## src/rtl/pc_seq_itr.sv

```systemverilog
// Program sequencer: PC, subroutine return stack and prioritised vectored interrupts.
// Define ITR_NEST_EN to let a lower-index line preempt an active interrupt service.
module pc_seq_itr #(
  parameter int unsigned MINSTW  = 9,
  parameter int unsigned SDEPTH  = 8,
  parameter int unsigned NITR    = 4,
  parameter int unsigned ITRBASE = 1,
  parameter int unsigned ITRSTEP = 2
) (
  input  logic                         clk,
  input  logic                         rst,
  input  logic                         en,
  input  logic                         jmp,
  input  logic                         jz,
  input  logic                         acc_zero,
  input  logic                         call,
  input  logic                         ret,
  input  logic                         reti,
  input  logic [MINSTW-1:0]            target,
  input  logic [NITR-1:0]              itr,
  input  logic [NITR-1:0]              itr_mask,
  output logic [MINSTW-1:0]            instr_addr,
  output logic [NITR-1:0]              itr_ack,
  output logic                         in_isr,
  output logic [$clog2(SDEPTH+1)-1:0]  depth,
  output logic                         stk_full,
  output logic                         stk_empty,
  output logic                         stk_ovf,
  output logic                         stk_udf
);
  localparam int unsigned DW = $clog2(SDEPTH + 1);
  localparam int unsigned AW = $clog2(SDEPTH);
  localparam int unsigned IW = $clog2(NITR + 1);
`ifdef ITR_NEST_EN
  localparam int unsigned EW = MINSTW + IW;
`else
  localparam int unsigned EW = MINSTW;
`endif

  logic [EW-1:0]     stk [SDEPTH];
  logic [EW-1:0]     push_entry, top;
  logic [NITR-1:0]   itr_q, pending, avail, acc_vec;
  logic [MINSTW-1:0] pc_inc, nxt, push_addr, vec_addr, top_addr;
  logic [IW-1:0]     win_idx;
  logic              found, allow, accept, push, pop, set_ovf, set_udf, do_reti;
`ifdef ITR_NEST_EN
  logic [IW-1:0]     active, top_idx;
`endif

  assign stk_full  = (depth == DW'(SDEPTH));
  assign stk_empty = (depth == '0);
  assign top       = stk[AW'(depth - DW'(1))];
  assign top_addr  = top[MINSTW-1:0];
`ifdef ITR_NEST_EN
  assign top_idx    = top[EW-1:MINSTW];
  assign push_entry = {active, push_addr};
`else
  assign push_entry = push_addr;
`endif

  // Next address from the strobes, then interrupt arbitration on top of it
  always_comb begin
    pc_inc    = instr_addr + MINSTW'(1);
    nxt       = pc_inc;
    push      = 1'b0;
    pop       = 1'b0;
    push_addr = pc_inc;
    set_ovf   = 1'b0;
    set_udf   = 1'b0;
    do_reti   = ~call & reti;
    if (call) begin
      nxt     = target;
      push    = ~stk_full;
      set_ovf = stk_full;
    end else if (ret | reti) begin
      pop     = ~stk_empty;
      set_udf = stk_empty;
      if (!stk_empty) nxt = top_addr;
    end else if (jmp | (jz & acc_zero)) begin
      nxt = target;
    end

    avail   = pending & ~itr_mask;
    found   = 1'b0;
    win_idx = IW'(NITR);
    for (int i = int'(NITR) - 1; i >= 0; i--) begin
      if (avail[i]) begin
        found   = 1'b1;
        win_idx = IW'(i);
      end
    end
`ifdef ITR_NEST_EN
    allow = (win_idx < active);
`else
    allow = ~in_isr;
`endif
    accept   = en & found & allow & ~call & ~ret & ~reti & ~stk_full;
    acc_vec  = accept ? (NITR'(1) << win_idx) : '0;
    vec_addr = MINSTW'(ITRBASE + ITRSTEP * 32'(win_idx));
    // Interrupt entry saves the address the program would have gone to next
    if (accept) begin
      push      = 1'b1;
      push_addr = nxt;
    end
  end

  always_ff @(posedge clk or negedge rst) begin
    if (!rst) begin
      instr_addr <= '0;
      depth      <= '0;
      itr_q      <= '0;
      pending    <= '0;
      itr_ack    <= '0;
      in_isr     <= 1'b0;
      stk_ovf    <= 1'b0;
      stk_udf    <= 1'b0;
`ifdef ITR_NEST_EN
      active     <= IW'(NITR);
`endif
    end else begin
      itr_q   <= itr;
      pending <= (pending & ~acc_vec) | (itr & ~itr_q);
      itr_ack <= acc_vec;
      if (en) begin
        instr_addr <= accept ? vec_addr : nxt;
        if (push)     depth <= depth + DW'(1);
        else if (pop) depth <= depth - DW'(1);
        if (set_ovf) stk_ovf <= 1'b1;
        if (set_udf) stk_udf <= 1'b1;
        if (accept) begin
          in_isr <= 1'b1;
`ifdef ITR_NEST_EN
          active <= win_idx;
`endif
        end else if (do_reti) begin
`ifdef ITR_NEST_EN
          if (pop) begin
            active <= top_idx;
            in_isr <= (top_idx != IW'(NITR));
          end else begin
            active <= IW'(NITR);
            in_isr <= 1'b0;
          end
`else
          in_isr <= 1'b0;
`endif
        end
      end
    end
  end

  // Stack storage needs no reset; only depth defines valid entries
  always_ff @(posedge clk) begin
    if (en && push) stk[AW'(depth)] <= push_entry;
  end

endmodule

```

## config.mk

```make
export PLATFORM = sky130hd
export DESIGN_NAME = pc_seq_itr
export DESIGN_NICKNAME = d
export VERILOG_FILES = /design/src/rtl/pc_seq_itr.sv
export SDC_FILE = /design/constraint.sdc
export NUM_CORES = 1
export LEC_CHECK = 0
export CAP_MARGIN = 25
export CORE_MARGIN = 5
export CORE_UTILIZATION = 54
export DETAILED_ROUTE_END_ITERATION = 16
export PLACE_DENSITY = 0.77
export SLEW_MARGIN = 10
export SYNTH_ARGS = -nofsm -noshare
export SYNTH_HDL_FRONTEND = slang
export SYNTH_SLANG_ARGS = --single-unit
```

## constraint.sdc

```tcl
create_clock -name clk -period 3.41 [get_ports clk]
set_input_delay 0.682 -clock clk [delete_from_list [all_inputs] [get_ports clk]]
set_output_delay 0.682 -clock clk [all_outputs]
set_load 0.005 [all_outputs]
```

-- Yosys cells after proc, flatten, opt, wreduce, memory -nomap -nowiden
Memories as Yosys holds them, arrays and structs flattened.
Cells that the tools add are included.
- bits in registers: 28
- bits in writable memories: 72
- output and inout port bits: 22
- logic and storage cells: 74
- memories kept: 1
- $add $sub $neg: 4
- equal/unequal tests: 1
- shift operators: 1
- mux-type cells: 28
- bitwise operators: 23
- reductions and logical operators: 8
- memory list (memory ; depth ; width ; read ports ; clocked after Yosys merged registers in ; write ports ; line ; text):
    stk ; 8 ; 9 ; 1 ; 0 ; 1 ; 40 ; logic [EW-1:0] stk [SDEPTH];
- operator list (kind ; count):
    $mux W9 ; 6
    $mux W1 ; 15
    $and A4 B4 Y4 ; 3
    $mux W3 ; 4
    $mux W4 ; 3
    $not A4 Y4 ; 3
    $add A9 B1 Y9 const B ; 1
    $and A1 B1 Y1 ; 8
    $reduce_and A2 Y1 ; 4
    $not A1 Y1 ; 6
    $add A1 B4 Y5 const A ; 1
    $add A4 B1 Y4 const B ; 1
    $eq A4 B4 Y1 const B ; 1
    $logic_not A4 Y1 ; 1
    $or A4 B4 Y4 ; 1
    $reduce_bool A2 Y1 ; 2
    $shl A1 B3 Y4 const A ; 1
    $sub A4 B1 Y4 const B ; 1
    $or A1 B1 Y1 ; 2
    $logic_and A1 B1 Y1 ; 1

-- Logic depth before layout (Yosys ltp)
- depth after elaboration: 16
- gate-level depth with buffers: 9

-- Worst setup path before layout
Ideal clock, no wire load.
- path type: register -> register
- start: reg depth[0]
- end: mem stk[0][5] (netlist bit), data pin
- library setup time: 0.310 ns
- arrival: 2.518 ns
- setup slack: 0.582 ns
- cell stages (with the launch flop): 9
- cell sequence: dfrtp_1 -> buf_2 -> inv_1 -> ha_1 -> buf_2 -> clkbuf_1 -> mux4_2 -> a222oi_1 -> a31oi_1
- longest elaborated chain between the ends: 6
- ends and longest elaborated chain (item ; line ; text):
    from (decl) ; 25 ; output logic [$clog2(SDEPTH+1)-1:0] depth,
    from (signal assigned) ; 126 ; if (push) depth <= depth + DW'(1);
    from (signal assigned) ; 127 ; else if (pop) depth <= depth - DW'(1);
    $sub A4 B1 Y4 ; -- ;
    $mem_v2 Z8 W9 ; -- ;
    $mux W9 ; 78 ; if (!stk_empty) nxt = top_addr;
    $mux W9 ; 75 ; end else if (ret | reti) begin
    $mux W9 ; 71 ; if (call) begin
    $mux W9 * ; 101 ; if (accept) begin
    via push_addr[5] ; 43 ; logic [MINSTW-1:0] pc_inc, nxt, push_addr, vec_addr, top_addr;
    to (decl) ; 40 ;
Mark *: on every way through the listed nets, which the timed path passes. The rest lies on a longest branch.

-- Worst setup path in the final report
- start: in reti
- end: mem stk[0][8] (netlist bit), data pin
- longest elaborated chain between the ends: 4
- ends and longest elaborated chain (item ; line ; text):
    from (decl) ; 18 ; input logic reti,
    $or A1 B1 Y1 / $not A1 Y1 (equally long branches) ; 75, 97 ;
    $mux W9 / $and A1 B1 Y1 (equally long branches) ; 75, 97 ;
    $mux W9 / $and A1 B1 Y1 (equally long branches) ; 71, 97 ;
    $mux W9 * ; 101 ;
    via push_addr[8] ; 43 ;
Marks and branches as above.

==> impl_metrics.csv <==
group,metric,value,unit
status,outcome,"finished clean",
yosys,avgSynthCellArea,14.51,µm²
worst_setup_path,timing_worst_setup_path_type,"in2reg",
route,first_pass_iters,5,
pwr,p_seq_frac,0.438,
placement,dp_hpwl,7.238,mm
die,chipHeight,100.8,µm
sta,final_max_slew_viol_count,0,
pwr,total_power,3.982,mW
pwr,p_per_area,743.9,nW/µm²
cts,clkSinkCount,100,
route,wl_per_cell,20.51,µm
cts,cts_setup_buffers,0,
pwr,peakVddDrop,0.2832,mV
pwr,power_leakage,1.947,nW
global_routing,grt.overflow.total,0,
yosys,synth_warnings,0,
cts,cts_made_buffers,9,
yosys,netlist_instances,307,
placement,gp_congestion,0.9332,
pwr,combPwrFrac,0.388,
cts,htree_levels,3,
die,core,8134,µm²
yosys,async_flop_share,0.2800,
die,start_util,0.5476,
sta,hold_viol,0,
worst_setup_path,cp_top_family,"compound AO/OA/AOI/OAI gates",
worst_setup_path,r2r_slack,0.66,ns
global_routing,grt_pass1_wl,15.98,mm
sta,slew_headroom,0.3072,
die,die_width,100.8,µm
worst_setup_path,r2r_cells,6,
pwr,switchingPower,1.343,mW
route,ant_nets,0,
route,drtIter0Drc,219,
sta,setup-violations-final,0,
worst_hold_path,min_path_type,"reg2reg",
job,drv_cap,0,
worst_setup_path,cp_max_fo,8,
worst_setup_path,path_depth,4,
placement,placed_cell_area,5174,µm²
sta,post-route-min-period,3.015,ns
final_layout,final-seq-area,2863,µm²
route,via_per_inst,6.080,
final_layout,fin_area,5353,µm²
sta,rsz0062_at_grt,"no",
cts,cts_tree,"built",
final_layout,area_delta_synth_final,20.17,%
worst_setup_path,required,3.43,ns
sta,min_period_over_period,0.8843,
route,drt_drc_violations_left,0,
worst_setup_path,crit_chain,"clkdlybuf4s50_1, o31ai_1, nand2_1, o21ai_0",
global_routing,antenna_found_initial,0,
yosys,synth-edff-count,72,
placement,port-buffer-count,47,
sta,worst_pin_slew,1.030,ns
pwr,internal_power,2.639,mW
global_routing,grt_usage,0.2073,
worst_setup_path,critPathBufInv,1,
pwr,sw_frac_of_total,0.3373,
route,wirelength,9.967,mm
yosys,seq_area_frac_synth,0.6427,
worst_setup_path,timing.rr.start,"depth[1]",
final_layout,multi_input_area,1488,µm²
sta,fin_setup_tns,0,ns
final_layout,fin_cells,486,
die,die_area,10160,µm²
pwr,p_clk_frac,0.174,
die,ios,48,
yosys,synth_cell_types,58,
worst_setup_path,cp-end-kind,"flop",
final_layout,fin_util,0.6581,
yosys,synth_nets,336,
sta,fmax,331.6,MHz
route,vias,2955,
yosys,synthFlopType,"edfxtp_1",
worst_hold_path,worstHoldEndpoint,"pending[2]",
worst_setup_path,worst_setup_path_start_kind,"input port",
cts,cts-hold-fix-buffers,0,
worst_hold_path,min_from,"itr_q[2]",
cts,cts_max_path_buffers,2,
worst_setup_path,critPathArrivalTime,3.04,ns
die,std_cell_rows,33,
worst_setup_path,cpMaxStageDelayCell,"o31ai_1",
final_layout,n_fill_cell,570,
cts,clock-root-buffer,"clkbuf_8",
global_routing,grt_pass1_vias,3062,
yosys,ys_ff_latch,100,
final_layout,fin_nets,405,
final_layout,diodes,0,
cts,post_cts_resize_count,0,
final_layout,drive_gt1_frac,0.1680,
worst_setup_path,r2r_end,"stk[0][8]",
placement,place_inst,470,
cts,clock_latency,0.35,ns
sta,finClkSkew,0.01038,ns
worst_hold_path,whs_path_depth,1,
global_routing,grt_max_degree,29,
worst_setup_path,cpPeakStageDelay,0.88,ns
cts,path_clk_slew,0.10,ns
yosys,synth.cell_area,4454,µm²
## kinds of logic (layout without fill, tap and decap cells)
group                      Yosys count  in the layout  share of synthesized area
DFF                                100            100                     0.6427
adders and majority gates            3              3                   0.008428
and+or+nand+nor                     83             83                    0.09691
buffers and inverters               25             99                    0.02331
muxes                               21             21                    0.09803
xor gates and xnor gates            11             11                    0.02163
AOI/OAI and AO/OA                   64             64                     0.1090
## power by group through the flow
stage	sequential (mW)	clock (mW)	combinational [mW]
final	1.75	0.691	1.54
after global routing	1.77	0.750	1.68
after CTS	1.75	0.707	1.55
after detailed placement	1.77	0	1.54
after global placement	1.76	0	1.51
after floorplan	1.74	0	0.970
## area by class of cell
class                      instances  share of cell area
clock buffer                      10             0.02384
clock inverter                     6            0.009584
inverter                          13            0.009116
multi-input combinational        182              0.2779
sequential                       100              0.5348
tap                              105             0.02454
timing repair buffer              70              0.1201
## metrics by stage
| step | hold WS (ns) | setup WS, ns |
|---|---|---|
| after floorplan | 0.3864 | 0.5816 |
| after global placement | 0.4189 | 0.2662 |
| after detailed placement | 0.4179 | 0.08946 |
| after CTS | 0.4307 | 0.4515 |
| after global routing | 0.4590 | 0.2418 |
| final | 0.4259 | 0.3946 |
## synthesized netlist by cell type (3+ instances only)
cell type,n,area share
a2111oi_0,3,0.0059
a21oi_1,8,0.0090
a222oi_1,4,0.0090
a22oi_1,4,0.0067
and3_1,3,0.0042
buf_2,5,0.0056
clkbuf_1,6,0.0051
dfrtp_1,28,0.16
edfxtp_1,72,0.49
ha_1,3,0.0084
inv_1,13,0.011
mux4_2,18,0.091
nand2_1,19,0.016
nand2b_1,12,0.017
nand3_1,3,0.0034
nor2_1,20,0.017
nor2b_1,4,0.0056
nor3_1,6,0.0067
o21ai_0,11,0.012
o221ai_1,3,0.0059
or3_1,4,0.0056
xnor2_1,7,0.014
xor2_1,4,0.0079
## flip-flops by register name (all words and copies together), names as in the netlist
register    count
depth           4
stk_udf         1
instr_addr      9
itr_ack         4
pending         4
stk            72
in_isr          1
stk_ovf         1
itr_q           4
## metal layers
layer	global-route usage	wire length [µm]	up-vias
met1	0.2688	4087	1500
met4	0.06114	138	0
met5	0	0	-
met3	0.04152	593	14
li1	-	-	1347
met2	0.3544	5148	94
## worst register-to-register path: cells and delay by family, from the launching register on
family	cells	cell delay [ns]
fa+ha+maj	1	0.26
simple gates	3	0.72
compound gates	1	0.85
buf+inv	1	0.11
flops	1	0.48
## how the worst max path moves through the flow
| stage | slack, ns | start | endpoint |
|---|---|---|---|
| 2_1_floorplan | 0.58 | depth[0] | stk[0][5] |
| 3_3_place_gp | 0.27 | jz | stk[4][8] |
| 3_5_place_dp | 0.09 | reti | stk[5][8] |
| 4_1_cts | 0.45 | reti | stk[0][8] |
| 5_1_grt | 0.24 | acc_zero | stk[3][8] |
| 6_report | 0.39 | reti | stk[0][8] |
## cells in the final DEF (no fill, tap or decap), types with 4 or more instances in the layout
cell type / n
edfxtp_1: 72
clkdlybuf4s50_1: 47
dfrtp_1: 28
buf_4: 23
nor2_1: 20
nand2_1: 19
mux4_2: 18
inv_1: 13
nand2b_1: 12
o21ai_0: 11
clkbuf_8: 9
a21oi_1: 8
xnor2_1: 7
nor3_1: 6
nor2b_1: 4
or3_1: 4
xor2_1: 4
a222oi_1: 4
a22oi_1: 4
Note: power is estimated with default switching activity, not from simulation.
